===== src/rtl/ecc_kv_client_pkg.sv =====
// Shared types and sizing for the ECC key-vault read client.
package ecc_kv_client_pkg;

   localparam int unsigned ECC_KV_DATA_W     = 32;
   localparam int unsigned ECC_KV_NUM_DWORDS = 12;
   localparam int unsigned ECC_KV_ENTRY_W    = 5;
   localparam int unsigned ECC_KV_OFFSET_W   = 4;

   typedef enum logic [1:0] {
      IDLE = 2'd0,
      RD   = 2'd1,
      LAST = 2'd2,
      DONE = 2'd3
   } kv_state_e;

endpackage


===== src/rtl/ecc_kv_read_client_if.sv =====
// Key-vault read bus plus ECC register-file write bus seen by the read client.
interface ecc_kv_read_client_if;
   import ecc_kv_client_pkg::*;

   logic                       kv_rd_en;
   logic [ECC_KV_ENTRY_W-1:0]  kv_rd_entry;
   logic [ECC_KV_OFFSET_W-1:0] kv_rd_offset;
   logic [ECC_KV_DATA_W-1:0]   kv_rd_data;
   logic                       kv_rd_err;
   logic                       client_we;
   logic [ECC_KV_OFFSET_W-1:0] client_offset;
   logic [ECC_KV_DATA_W-1:0]   client_wdata;

   modport master (
      output kv_rd_en, kv_rd_entry, kv_rd_offset,
      input  kv_rd_data, kv_rd_err,
      output client_we, client_offset, client_wdata
   );

   modport slave (
      input  kv_rd_en, kv_rd_entry, kv_rd_offset,
      output kv_rd_data, kv_rd_err,
      input  client_we, client_offset, client_wdata
   );

endinterface


===== src/rtl/ecc_kv_read_client.sv =====
// Fetches one 12-dword key-vault entry and streams it into the ECC register file.
// Build option ECC_KV_ZERO_FILL_EN: on a response error, zero-fill the rest instead of aborting.
module ecc_kv_read_client
   import ecc_kv_client_pkg::*;
(
   input  logic                      clk,
   input  logic                      reset_n,
   input  logic                      zeroize,
   input  logic                      read_en,
   input  logic [ECC_KV_ENTRY_W-1:0] read_entry,
   output logic                      ready,
   output logic                      done,
   output logic                      error,
   ecc_kv_read_client_if.master      bus
);

`ifdef ECC_KV_ZERO_FILL_EN
   localparam bit ZERO_FILL = 1'b1;
`else
   localparam bit ZERO_FILL = 1'b0;
`endif

   localparam logic [ECC_KV_OFFSET_W-1:0] LAST_OFF = ECC_KV_OFFSET_W'(ECC_KV_NUM_DWORDS - 1);

   kv_state_e                  state;
   logic [ECC_KV_OFFSET_W-1:0] req_off;
   logic [ECC_KV_ENTRY_W-1:0]  entry_q;
   logic                       kv_rd_en_q;
   logic                       rsp_vld;
   logic [ECC_KV_OFFSET_W-1:0] rsp_off;
   logic                       zero_fill_q;

   logic rsp_err_c;
   logic wr_c;
   logic zero_c;

   // A response error only matters while the fetch is still collecting data.
   assign rsp_err_c = rsp_vld & bus.kv_rd_err & ((state == RD) | (state == LAST));

   // Response writes are combinational; DONE swallows the trailing response.
   assign wr_c   = rsp_vld & (ZERO_FILL | ~bus.kv_rd_err) & (state != DONE);
   assign zero_c = ZERO_FILL & (zero_fill_q | bus.kv_rd_err);

   assign bus.kv_rd_en      = kv_rd_en_q;
   assign bus.kv_rd_entry   = entry_q;
   assign bus.kv_rd_offset  = req_off;
   assign bus.client_we     = wr_c;
   assign bus.client_offset = wr_c ? rsp_off : '0;
   assign bus.client_wdata  = (wr_c && !zero_c) ? bus.kv_rd_data : '0;

   always_ff @(posedge clk) begin
      if (!reset_n || zeroize) begin
         state       <= IDLE;
         req_off     <= '0;
         entry_q     <= '0;
         kv_rd_en_q  <= 1'b0;
         rsp_vld     <= 1'b0;
         rsp_off     <= '0;
         zero_fill_q <= 1'b0;
         ready       <= 1'b1;
         done        <= 1'b0;
         error       <= 1'b0;
      end else begin
         rsp_vld <= kv_rd_en_q;
         rsp_off <= req_off;
         done    <= 1'b0;
         unique case (state)
            IDLE: begin
               if (read_en) begin
                  entry_q     <= read_entry;
                  error       <= 1'b0;
                  zero_fill_q <= 1'b0;
                  req_off     <= '0;
                  kv_rd_en_q  <= 1'b1;
                  ready       <= 1'b0;
                  state       <= RD;
               end
            end
            RD: begin
               if (rsp_err_c && !ZERO_FILL) begin
                  // Abort: the request already on the bus this cycle is left to die in DONE.
                  error      <= 1'b1;
                  kv_rd_en_q <= 1'b0;
                  done       <= 1'b1;
                  state      <= DONE;
               end else begin
                  if (rsp_err_c) begin
                     error       <= 1'b1;
                     zero_fill_q <= 1'b1;
                  end
                  if (req_off == LAST_OFF) begin
                     kv_rd_en_q <= 1'b0;
                     state      <= LAST;
                  end else begin
                     req_off <= req_off + ECC_KV_OFFSET_W'(1);
                  end
               end
            end
            LAST: begin
               if (rsp_err_c) error <= 1'b1;
               done  <= 1'b1;
               state <= DONE;
            end
            DONE: begin
               entry_q <= '0;
               req_off <= '0;
               ready   <= 1'b1;
               state   <= IDLE;
            end
            default: state <= IDLE;
         endcase
      end
   end

endmodule


===== src/flat_wrapper.sv =====
// flat-port wrapper written by rule: the top's interface ports become plain ports
module ecc_kv_read_client_flat import ecc_kv_client_pkg::*;
  (clk, reset_n, zeroize, read_en, read_entry, ready, done, error, bus_kv_rd_en, bus_kv_rd_entry, bus_kv_rd_offset, bus_kv_rd_data, bus_kv_rd_err, bus_client_we, bus_client_offset, bus_client_wdata);
  ecc_kv_read_client_if bus_i ();
  input  logic clk;
  input  logic reset_n;
  input  logic zeroize;
  input  logic read_en;
  input  logic [ECC_KV_ENTRY_W-1:0] read_entry;
  output logic ready;
  output logic done;
  output logic error;
  output wire logic [$bits(bus_i.kv_rd_en)-1:0] bus_kv_rd_en;
  output wire logic [$bits(bus_i.kv_rd_entry)-1:0] bus_kv_rd_entry;
  output wire logic [$bits(bus_i.kv_rd_offset)-1:0] bus_kv_rd_offset;
  input wire logic [$bits(bus_i.kv_rd_data)-1:0] bus_kv_rd_data;
  input wire logic [$bits(bus_i.kv_rd_err)-1:0] bus_kv_rd_err;
  output wire logic [$bits(bus_i.client_we)-1:0] bus_client_we;
  output wire logic [$bits(bus_i.client_offset)-1:0] bus_client_offset;
  output wire logic [$bits(bus_i.client_wdata)-1:0] bus_client_wdata;
  assign bus_kv_rd_en = bus_i.kv_rd_en;
  assign bus_kv_rd_entry = bus_i.kv_rd_entry;
  assign bus_kv_rd_offset = bus_i.kv_rd_offset;
  assign bus_i.kv_rd_data = bus_kv_rd_data;
  assign bus_i.kv_rd_err = bus_kv_rd_err;
  assign bus_client_we = bus_i.client_we;
  assign bus_client_offset = bus_i.client_offset;
  assign bus_client_wdata = bus_i.client_wdata;
  ecc_kv_read_client u_core (.clk(clk), .reset_n(reset_n), .zeroize(zeroize), .read_en(read_en), .read_entry(read_entry), .ready(ready), .done(done), .error(error), .bus(bus_i));
endmodule

===== config.mk =====
export PLATFORM = sky130hd
export DESIGN_NAME = ecc_kv_read_client_flat
export DESIGN_NICKNAME = d
export VERILOG_FILES = /design/src/rtl/ecc_kv_client_pkg.sv /design/src/rtl/ecc_kv_read_client_if.sv /design/src/rtl/ecc_kv_read_client.sv /design/src/flat_wrapper.sv
export SDC_FILE = /design/constraint.sdc
export NUM_CORES = 1
export LEC_CHECK = 0
export BUFFER_PORTS_ARGS = -buffer_cell sky130_fd_sc_hd__buf_2
export CORE_AREA = 2 2 56 58
export DETAILED_ROUTE_END_ITERATION = 16
export DIE_AREA = 0 0 58 60
export GPL_ROUTABILITY_DRIVEN = 0
export HOLD_SLACK_MARGIN = 0.02
export MAX_ROUTING_LAYER = met4
export PLACE_DENSITY_LB_ADDON = 0.25
export RECOVER_POWER = 25
export SLEW_MARGIN = 10
export SYNTH_ARGS = -nofsm -noshare
export SYNTH_HDL_FRONTEND = slang
export SYNTH_SLANG_ARGS = --single-unit

===== constraint.sdc =====
create_clock -name clk -period 2.66 [get_ports clk]
set_input_delay 0 -clock clk [delete_from_list [all_inputs] [get_ports clk]]
set_output_delay 0 -clock clk [all_outputs]
set_load 0.01 [all_outputs]

# ---- After elaboration in Yosys (flattened, before gate mapping)
# Index checks and enable logic that the tools add are counted.
dict set report word_totals {
  reg_bits 20
  out_inout_bits 50
  word_cells 61
}
dict set report op_classes {
  add_sub_neg 1
  n_eq_ne 10
  n_mux 22
  n_bitwise 6
  reduce_logical 13
}
# cell n
set ops {}
lappend ops {{32-bit 2-to-1 mux} 1}
lappend ops {{4-bit 2-to-1 mux} 4}
lappend ops {{4-bit case mux with 3 select lines} 1}
lappend ops {{5-bit case mux with 2 select lines} 1}
lappend ops {{2-bit != test, second input constant} 4}
lappend ops {{1-bit case mux with 2 select lines} 4}
lappend ops {{2-bit case mux with 4 select lines} 1}
lappend ops {{1-bit 2-to-1 mux} 6}
lappend ops {{2-bit 2-to-1 mux} 3}
lappend ops {{3-bit AND reduction} 2}
lappend ops {{2-bit nonzero test} 3}
lappend ops {{5-bit 2-to-1 mux} 1}
lappend ops {{4-bit by 1-bit adder with 4-bit output, second input constant} 1}
lappend ops {{1-bit AND} 4}
lappend ops {{2-bit == test, second input constant} 2}
lappend ops {{4-bit == test, second input constant} 1}
lappend ops {{2-bit AND reduction} 2}
lappend ops {{4-bit AND reduction} 1}
lappend ops {{3-bit by 2-bit != test with 1-bit output, second input constant} 1}
lappend ops {{3-bit nonzero test} 1}
lappend ops {{2-bit by 1-bit == test with 1-bit output, second input constant} 1}
lappend ops {{2-bit zero test} 1}
lappend ops {{2-bit by 1-bit != test with 1-bit output, second input constant} 1}
lappend ops {{2-bit OR reduction} 1}
lappend ops {{other kinds (4)} 4}

# ---- Logic depth before layout (Yosys ltp)
# Gate-level depths: netlist of the first run.
dict set report logic_depth {
  ltp_word 5
  ltp_mapped 8
  mapped_depth_nobuf 6
}

# ---- Worst setup path after synthesis of the first run
# No wires, ideal clock.
dict set report synth_path {
  path_kind {reg2reg}
  startpoint {reg u_core.state[0]}
  endpoint {reg u_core.req_off[2], in the netlist u_core.bus.kv_rd_offset[2]}
  setup_time_ns 0.074
  arrival_ns 1.572
  t_required_ns 2.586
  slack_ns 1.013
  path_stages_with_launch 9
  n_path_buf 2
  path_cell_list {dfxtp_1 > inv_1 > ha_1 > buf_6 > nor2b_4 > buf_6 > nor4_4 > or3b_1 > a31oi_1}
}
dict set report synth_via {
  elab_chain_len 5
  word_cells_on_any_way 12
  classes_between {eq/ne: 6; mux: 1; bitwise: 2; reduce/logical: 3}
}
# item line
set synth_lines {}
lappend synth_lines {{start: declaration} ecc_kv_read_client.sv:25} ;# kv_state_e state;
lappend synth_lines {{start signal: assignment} ecc_kv_read_client.sv:53} ;# state <= IDLE;
lappend synth_lines {{start signal: assignment} ecc_kv_read_client.sv:76} ;# state <= RD;
lappend synth_lines {{start signal: assignment} ecc_kv_read_client.sv:85} ;# state <= DONE;
lappend synth_lines {{2-bit by 1-bit == test with 1-bit output or 2-bit == test (tied branches)} {ecc_kv_read_client.sv:38, ecc_kv_read_client.sv:67}}
lappend synth_lines {{1-bit bitwise OR} ecc_kv_read_client.sv:38} ;# assign rsp_err_c = rsp_vld & bus.kv_rd_err & ((state == RD) | (state == LAST));
lappend synth_lines {{1-bit AND} ecc_kv_read_client.sv:38}
lappend synth_lines {{2-bit != test (no source line)} -}
lappend synth_lines {{4-bit AND reduction (no source line)} -}
lappend synth_lines {{end signal: assignment} ecc_kv_read_client.sv:95} ;# req_off <= req_off + ECC_KV_OFFSET_W'(1);
lappend synth_lines {{end: declaration} ecc_kv_read_client.sv:26} ;# logic [ECC_KV_OFFSET_W-1:0] req_off;
# Parallel ways exist; a longest one is shown, timed or not.
# A chain may end at the register's enable or synchronous reset.

# ---- Worst setup path in the final report of the first run
dict set report layout_path {
  startpoint {reg u_core.state[1]}
  endpoint {reg u_core.req_off[1], in the netlist u_core.bus.kv_rd_offset[1]}
}
# The elaborated chain is that of the path after synthesis.

==> results of run 1 <==
==> worst max-delay path, stage by stage (launching register included) <==
cell and delay [ps]:
dfxtp_1 430, inv_1 90, ha_1 350, nand3_1 180
and2_1 210, and3_1 200, a32o_1 250
==> cell type report <==
type / count / area (um^2)
flip-flops and latches: 20 / 400
repair buffers: 97 / 497
diodes: 1 / 2.50
clock inverters: 1 / 30.0
well taps: 33 / 41.3
multi-input cells: 113 / 717
inverters: 3 / 11.3
clock buffers: 3 / 22.5
fillers: 286 / 1180
==> registers in the layout, indices dropped and copies added, names as in the netlist <==
register	flops
u_core.bus.kv_rd_offset	4
u_core.error	1
u_core.rsp_vld	1
u_core.bus.kv_rd_en	1
u_core.rsp_off	4
u_core.bus.kv_rd_entry	5
u_core.ready	1
u_core.done	1
u_core.state	2
==> stage by stage <==
stage / std cells / util / power [W]
after floorplan: 143 / - / 0.000377
after global placement: 261 / 0.563 / 0.000418
after detailed placement: 261 / 0.563 / 0.000420
after CTS: 270 / 0.598 / 0.000672
after global routing: 271 / 0.593 / 0.000696
final: 271 / 0.593 / 0.000669
==> power by group through the flow <==
stage / clock network, W / logic [W] / registers (W)
2_1_floorplan: 0 / 0.0000580 / 0.000319
5_1_grt: 0.000265 / 0.000118 / 0.000313
6_report: 0.000251 / 0.000106 / 0.000312
4_1_cts: 0.000253 / 0.000108 / 0.000311
3_5_place_dp: 0 / 0.000102 / 0.000318
3_3_place_gp: 0 / 0.000101 / 0.000318
==> layer usage <==
metal,vias to the layer above,track usage,wire [um]
met5,-,-,0
met2,71,0.385,1710
met4,0,0.103,111
met3,8,0.0390,338
met1,578,0.183,1180
li1,673,-,-
==> worst paths after layout <==
path	start	to	slack, ps	cells past startpoint
worst min register to register	u_core.error	u_core.error	490	2
worst max register to register	u_core.state[1]	u_core.bus.kv_rd_offset[1]	860	6
worst max-delay path	u_core.state[1]	u_core.bus.kv_rd_offset[1]	860	6
worst min-delay path	read_en	u_core.state[1]	100	4
==> placed cells by master, fill, tap and decap left out, drive strengths merged <==
master       synthesis  routed
buf                  3      79
and2                42      42
dfxtp               20      20
clkbuf               4      16
nor2                 9       9
a21oi                9       9
nand3                8       8
o21ai                7       7
nand2                7       7
ha                   5       5
dlygate4sd3          0       5
nand2b               4       4
a31oi                4       4
inv                  3       3
a22oi                3       3
and3                 2       2
nor2b                2       2
diode                0       1
nor3b                1       1
nand3b               1       1
a22o                 1       1
or2b                 1       1
nand4                1       1
o31ai                1       1
o32ai                1       1
a211oi               1       1
nor4                 1       1
or3b                 1       1
a32o                 1       1
bufinv               0       1
==> kinds of logic (layout without fill, tap and decap cells) <==
family,after synthesis,in the layout,share of synthesized area
buffers and inverters,10,104,0.0480
AOI/OAI and AO/OA,28,28,0.145
and+or+nand+nor,80,80,0.413
adders and majority gates,5,5,0.0533
DFF,20,20,0.341
other,0,1,0
==> flow_summary.toml, run 1 <==
[run_status]
outcome = "finished clean"

[setup_path]
critPathKind = "register to register"
crit_path_end_kind = "register"
start_kind = "register"
cp_data_required_time_ps = 2880
cp_max_fo = 5
arrival_ps = 2020

[clock_tree]
cts_buffer_depth = 2
clkLatencyLatePin_ps = 310
cts-root-buf = "clkbuf_4"
clock_sinks = 20
cts_tree = "yes"
htreeDepth = 1
cts_buffers = 3
post_cts.repair.setup_buffers = 0
cts_resized = 0
clk_transition_reported_paths_ps = 120
hold_buffers = 5

[synth]
synthesis.nets = 190
synth_area_leaders = "dfxtp_1 34%, and2_1 22%, ha_1 5.3%"
netlist_instances = 143
synth-edff-count = 0
ys_warn_count = 0
ys.flop_type = "dfxtp_1"
ys_seq_area_frac = 0.341
yosys.area.top_type = "dfxtp_1"
synth_area_um2 = 1170
async_flop_share = 0
synth_most_common_cell = "and2_1"
syn_avg_cell_area_um2 = 8.21
ys_top_cells_by_count = "42 x and2_1, 20 x dfxtp_1, 9 x a21oi_1, 9 x nor2_1, 8 x nand3_1"
netlist.area_leader.share = 0.341
synth-seq-cells = 20
synth_cell_types = 29

[floorplan]
dieWidth_um = 58
initial_core_util = 0.404
io_pins = 92
die_y_um = 60
coreArea_um2 = 2900
dieArea_um2 = 3480
fp-row-count = 20

[power_and_ir_drop]
seqPwrFrac = 0.466
p_int_w = 0.000512
vdd_drop_max_mv = 0.306
p_comb_frac = 0.159
clkPwrFrac = 0.375
leakagePower_nw = 0.877
switchingPower_w = 0.000157
sw_frac_of_total = 0.235
p_per_area_nw_per_um2 = 388

[finish]
fin_nets = 285
final_area_um2 = 1720
area_growth_pct = 46.7
drive_above_1_share = 0.363

[timing]
layout_setup_ws_ps = 864
slew_headroom = 0.671
min_period_ps = 1800
finalSetupTns_ps = 0
fin_hold_ws_ps = 101
worst_slew_pin_slew_ps = 492
post-route-period-util = 0.675
clock_skew_ps = 8.02
finalHoldViolations = 0
setup_viol = 0
rsz0062_at_grt = "no"
slew_violations = 0
timing.fmax_ghz = 0.557

[detailed_routing]
ant_nets = 0
drt_iter0_drc = 61
drc = 0
num_vias = 1330
drtPass1Iterations = 4
wl_um = 3350
via_per_inst = 4.91
wl_per_cell_um = 12.3

[placement]
dpl-instance-area_um2 = 1630
dpl.hpwl_um = 2670
place_ws_ps = 885
numPortBuffers = 91

[global_routing]
grt_pass1_vias = 1147
overflow = 0
grt_usage = 0.199
grt_pass1_wl_um = 5050
antenna_found_initial = 1
grt_max_degree = 38

[hold_path]
hp-class = "input pin to register"

[flow_run]
cap_violations = 0
(Power assumes the default switching activity.)
==> run 2, diff against run 1 <==
- ABC_AREA: unset -> 1
- CORE_AREA: 2 2 56 58 -> 2 2 62 64
- DIE_AREA: 0 0 58 60 -> 0 0 64 66
- clock period: 2.66 -> 1.49 ns (I/O delays scaled with it)
==> run 2 against run 1 <==
- sequential share of layout area decreased by 2.0 points
- register-to-register slack got worse by 750 ps
- first-iteration DRC count decreased by 38%
- die area increased by 21%
- highest routed layer unchanged
- count of clock-buffer cells in the layout increased by 1
- synthesized cell count increased by 41%
- flip-flop and latch count unchanged
- synthesized area increased by 3.2%
- combinational power increased by 130%
==> flow_summary.toml, run 2 <==
[setup_path]
arrival_ps = 1460
cp_data_required_time_ps = 1490
critical-path-max-stage-delay_ps = 370
start_kind = "register"
cp_cell_sequence = "ha_4, nor3_4, bufinv_8, nor2_1, buf_2"
cp_max_fo = 9
crit_family = "buffers and inverters"
crit_path_end_kind = "output pin"
path_buf_inv = 2
slowest_stage = "dfxtp_2"
critPathKind = "register to output pin"

[timing]
slew_headroom = 0.837
clock_skew_ps = 0.896
min_period_ps = 1460
worst_slew_pin_slew_ps = 244
layout_setup_ws_ps = 32.4
finalHoldViolations = 0
slew_violations = 0
rsz0062_at_grt = "yes"
timing.fmax_ghz = 0.686
fin_hold_ws_ps = 74.1
post-route-period-util = 0.978
setup_viol = 0

[finish]
fin_nets = 353
final_area_um2 = 1900
multi_input_area_um2 = 618
utilization = 0.536
area_growth_pct = 57.1
diodes = 0
final_common_cell = "buf_2"
final_cell_mix = "83 x buf_2, 58 x nor2_1, 54 x inv_1, 26 x nand2_1, 17 x dfxtp_1"
largest_register_ffs = 5
drive_above_1_share = 0.361
num-fill-cells = 359
regArea_um2 = 404

[global_routing]
grt_max_degree = 19
grt_pass1_vias = 1279
grt_pass1_wl_um = 5260
antenna_found_initial = 0
grt_usage = 0.160
overflow = 0

[detailed_routing]
ant_nets = 0
wl_um = 3470
wl_met1_um = 1470
wl_per_cell_um = 9.83
drc = 0
num_vias = 1466
routed.top_layer = "met4"
drt_iter0_drc = 38
via_per_inst = 4.15
drtPass1Iterations = 4
wl_met2_um = 1720
wl_met3_um = 248

[clock_tree]
cts_tree = "yes"
cts_buffers = 3
cts-root-buf = "clkbuf_4"
clock_sinks = 20
clk_transition_reported_paths_ps = 110
htreeDepth = 1
cts_buffer_depth = 2
clkLatencyLatePin_ps = 300

[synth]
ys_top_cells_by_count = "60 x nor2_1, 54 x inv_1, 27 x nand2_1, 20 x dfxtp_1, 10 x nand3_1"
netlist.area_leader.share = 0.331
ys_seq_area_frac = 0.331
netlist_instances = 201
syn_avg_cell_area_um2 = 6.03
ys_warn_count = 0
synth_cell_types = 17
synthesis.nets = 248
yosys.area.top_type = "dfxtp_1"
async_flop_share = 0
synth-seq-cells = 20
synth_area_leaders = "dfxtp_1 33%, nor2_1 19%, inv_1 17%"
synth_area_um2 = 1210
ys.flop_type = "dfxtp_1"
synth-edff-count = 0
synth_most_common_cell = "nor2_1"

[power_and_ir_drop]
leakagePower_nw = 1.15
vdd_drop_max_mv = 0.600
p_per_area_nw_per_um2 = 589
total_power_w = 0.00112

[floorplan]
initial_core_util = 0.341
io_pins = 92
dieWidth_um = 64
coreArea_um2 = 3550
fp-row-count = 22
dieArea_um2 = 4220
die_y_um = 66

[hold_path]
hp-class = "input pin to register"

[placement]
numPortBuffers = 91
dpl.hpwl_um = 2570
place_ws_ps = 50.4
dpl-instance-area_um2 = 1700

[flow_run]
cap_violations = 0

[run_status]
outcome = "finished clean"
==> run 2: changes by cell type after synthesis, moves of 2 or more <==
cell | previous run | this run
nand3_1 | 8 | 10
and2_1 | 42 | 0
clkbuf_1 | 4 | 0
a31oi_1 | 4 | 0
and3_1 | 2 | 0
a22oi_1 | 3 | 0
a21oi_1 | 9 | 5
nor2_1 | 9 | 60
nand2b_1 | 4 | 0
inv_1 | 3 | 54
nand4_1 | 1 | 4
nand2_1 | 7 | 27
==> run 2: kinds of logic (layout without fill, tap and decap cells) <==
kind of cell               Yosys count  in the layout  synth area share
AOI/OAI and AO/OA                   12             12            0.0527
adders and majority gates            5              5            0.0517
buffers and inverters               59            163             0.202
DFF                                 20             20             0.331
and+or+nand+nor                    105            105             0.363
==> run 2: metal layers <==
metal  GRT usage  vias to the layer above
met4      0.0462                        0
met5           -                        -
met3      0.0409                        4
li1            -                      788
met1       0.164                      622
met2       0.299                       52
==> run 2: worst min-delay path, cell delays in order <==
cell	delay [ps]
buf_2	100
inv_1	80
nor2_4	70
nand2_1	60
nor2_1	30
==> run 2: power breakdown <==
| group | leakage, nW | switching (W) | internal, W |
|---|---|---|---|
| Sequential | 0.164 | 0.0000125 | 0.000552 |
| Clock | 0.0210 | 0.000165 | 0.000149 |
| Combinational | 0.967 | 0.000128 | 0.000115 |
==> run 2: area by class of cell <==
cell class,count,share of cell area
clock buffers,4,0.0191
repair buffers,102,0.289
well taps,48,0.0316
repair inverters,2,0.00789
flip-flops and latches,20,0.212
inverters,55,0.116
multi-input cells,122,0.325
==> run 2: what timing repair did <==
| action | CTS | global route |
|---|---|---|
| setup endpoints to repair | 36 | 47 |
| hold endpoints to repair | 11 | 0 |
| buffers inserted | 1 | 1 |
| pin swaps | 1 | 0 |
| hold buffers | 7 | 0 |
| resized for setup | 4 | 14 |
| gates cloned | 1 | 1 |
==> run 2: path summary, 6_finish.rpt <==
kind | from | endpoint | depth (start not counted) | slack (ps)
min | reset_n | u_core.bus.kv_rd_offset[3] | 5 | 70
min reg2reg | u_core.bus.kv_rd_en | u_core.rsp_vld | 2 | 450
max | u_core.state[1] | bus_client_wdata[5] | 5 | 30
max reg2reg | u_core.state[1] | u_core.bus.kv_rd_offset[3] | 8 | 110
==> run 2: per-stage QoR <==
step | std cells | setup TNS, ps
2_1_floorplan | 201 | 0
3_3_place_gp | 338 | 0
3_5_place_dp | 338 | 0
4_1_cts | 351 | 0
5_1_grt | 353 | -1710
6_report | 353 | 0
==> run 3, diff against run 2 <==
- CORE_AREA: 2 2 62 64 -> 3 3 63 65
- DIE_AREA: 0 0 64 66 -> 0 0 66 68
- HOLD_SLACK_MARGIN: 0.02 -> unset
==> run 3 against run 2 <==
- register-to-register slack barely moved
- clock power about the same
- count of clock-buffer cells in the layout did not move
- cell area is 3.4% higher
- worst setup slack better by 1.6 ps
- via count up 2.9%
- cell count up 0.85%
- first-iteration DRC count increased by 5.3%
- critical path depth unchanged
- sequential power about the same
- critical path type unchanged
- wire length grew 4.4%
==> flow_summary.toml, run 3 (synthesized netlist as in run 2, its figures left out) <==
[detailed_routing]
via_per_inst = 4.24
num_vias = 1509
wl_um = 3620
ant_nets = 0
drtPass1Iterations = 4
drc = 0
drt_iter0_drc = 40
wl_per_cell_um = 10.2

[clock_tree]
cts_buffer_depth = 2
clkLatencyLatePin_ps = 300
clk_transition_reported_paths_ps = 110
cts_tree = "yes"
htreeDepth = 1
cts-root-buf = "clkbuf_4"
clock_sinks = 20
cts_buffers = 3

[power_and_ir_drop]
p_comb_frac = 0.220
p_per_area_nw_per_um2 = 569
sw_frac_of_total = 0.274
p_int_w = 0.000814
switchingPower_w = 0.000306
total_power_w = 0.00112
clkPwrFrac = 0.280
leakagePower_nw = 1.18
vdd_drop_max_mv = 0.630
seqPwrFrac = 0.501

[floorplan]
dieWidth_um = 66
initial_core_util = 0.357
fp-row-count = 21
die_y_um = 68
io_pins = 92
coreArea_um2 = 3390
dieArea_um2 = 4490

[flow_run]
cap_violations = 0

[placement]
numPortBuffers = 91
dpl-instance-area_um2 = 1720
dp_cells = 338
dpl.hpwl_um = 2640

[timing]
min_period_ps = 1460
setup_viol = 0
timing.fmax_ghz = 0.687
worst_slew_pin_slew_ps = 239
slew_violations = 0
finalHoldViolations = 0
post-route-period-util = 0.977
clock_skew_ps = 2.46
rsz0062_at_grt = "yes"
slew_headroom = 0.840

[run_status]
outcome = "finished clean"

[finish]
multi_input_area_um2 = 641
fin_nets = 358
drive_above_1_share = 0.416
final_common_cell = "buf_2"
final_cells = 356
final_area_um2 = 1970
area_growth_pct = 62.4
regArea_um2 = 407
utilization = 0.580
num-fill-cells = 348
diodes = 0
largest_register_ffs = 5
final_cell_mix = "84 x buf_2, 54 x inv_1, 46 x nor2_1, 25 x nand2_1, 17 x dfxtp_1"

[setup_path]
path_buf_inv = 2
start_kind = "register"
path_depth = 5
crit_path_end_kind = "output pin"
cp_cell_sequence = "ha_4, nor3_4, bufinv_8, nor2_1, buf_2"
critPathKind = "register to output pin"
slowest_stage = "dfxtp_4"
arrival_ps = 1460
critical-path-max-stage-delay_ps = 370
crit_family = "flip-flops"
cp_data_required_time_ps = 1490
ff2ff_path_depth = 7
cp_max_fo = 9

[global_routing]
grt_usage = 0.158
grt_max_degree = 19
overflow = 0
antenna_found_initial = 0
grt_pass1_vias = 1244
grt_pass1_wl_um = 5400

[hold_path]
holdPathStages = 5
hp-class = "input pin to register"
## run 3: cell types whose count changed in the layout (fill, tap and decap cells not counted), sizes merged
cell    delta
buf        +6
clkbuf     -1
## run 3: final cells by class
type                       instances  share of cell area
tap                               46              0.0293
inverter                          55               0.112
timing repair buffer             107               0.299
clock buffer                       4              0.0184
multi-input combinational        122               0.326
timing repair inverter             2             0.00891
sequential                        20               0.207
## run 3: repair_timing
item | in CTS | in global routing
hold buffers | 7 | 0
pin swaps | 1 | 1
gates resized for setup | 4 | 29
endpoints found under the hold margin | 9 | 0
buffers inserted | 1 | 4
gates cloned | 1 | 1
setup endpoints to repair | 36 | 48
## run 3: metrics by stage
| stage | setup TNS [ps] | setup slack [ps] | hold slack (ps) |
|---|---|---|---|
| final | 0 | 34.1 | 67.5 |
| after global routing | -1830 | -105 | 76.1 |
| after CTS | 0 | 4.77 | 58.9 |
| after detailed placement | 0 | 42.3 | 262 |
| after global placement | 0 | 99.0 | 257 |
| after floorplan | 0 | 184 | 41.2 |
## run 3: metal layers
| metal | vias up | share of wire | global-route usage |
|---|---|---|---|
| met3 | 8 | 0.089 | 0.0443 |
| met1 | 642 | 0.39 | 0.166 |
| li1 | 799 | - | - |
| met5 | - | 0 | - |
| met2 | 60 | 0.50 | 0.289 |
| met4 | 0 | 0.020 | 0.0457 |
## run 3: final timing paths
check                 startpoint                         end  slack, ps
max              u_core.state[1]        bus_client_wdata[24]         30
min reg2reg  u_core.bus.kv_rd_en              u_core.rsp_vld        460
min                      reset_n  u_core.bus.kv_rd_offset[1]         70
max reg2reg      u_core.state[0]  u_core.bus.kv_rd_offset[2]        100
## run 3: power by group through the flow
| stage | Combinational, W | Clock [W] | Sequential [W] |
|---|---|---|---|
| 6_report | 0.000246 | 0.000313 | 0.000561 |
| 2_1_floorplan | 0.000114 | 0 | 0.000579 |
| 5_1_grt | 0.000282 | 0.000347 | 0.000564 |
| 3_5_place_dp | 0.000215 | 0 | 0.000573 |
| 4_1_cts | 0.000234 | 0.000331 | 0.000561 |
| 3_3_place_gp | 0.000213 | 0 | 0.000573 |
## run 3: worst register-to-register path: cells and delay by family (launching register included)
kind	cells	cell delay (ps)
simple gates	5	470
flops	1	380
fa+ha+maj	1	370
buf+inv	1	90
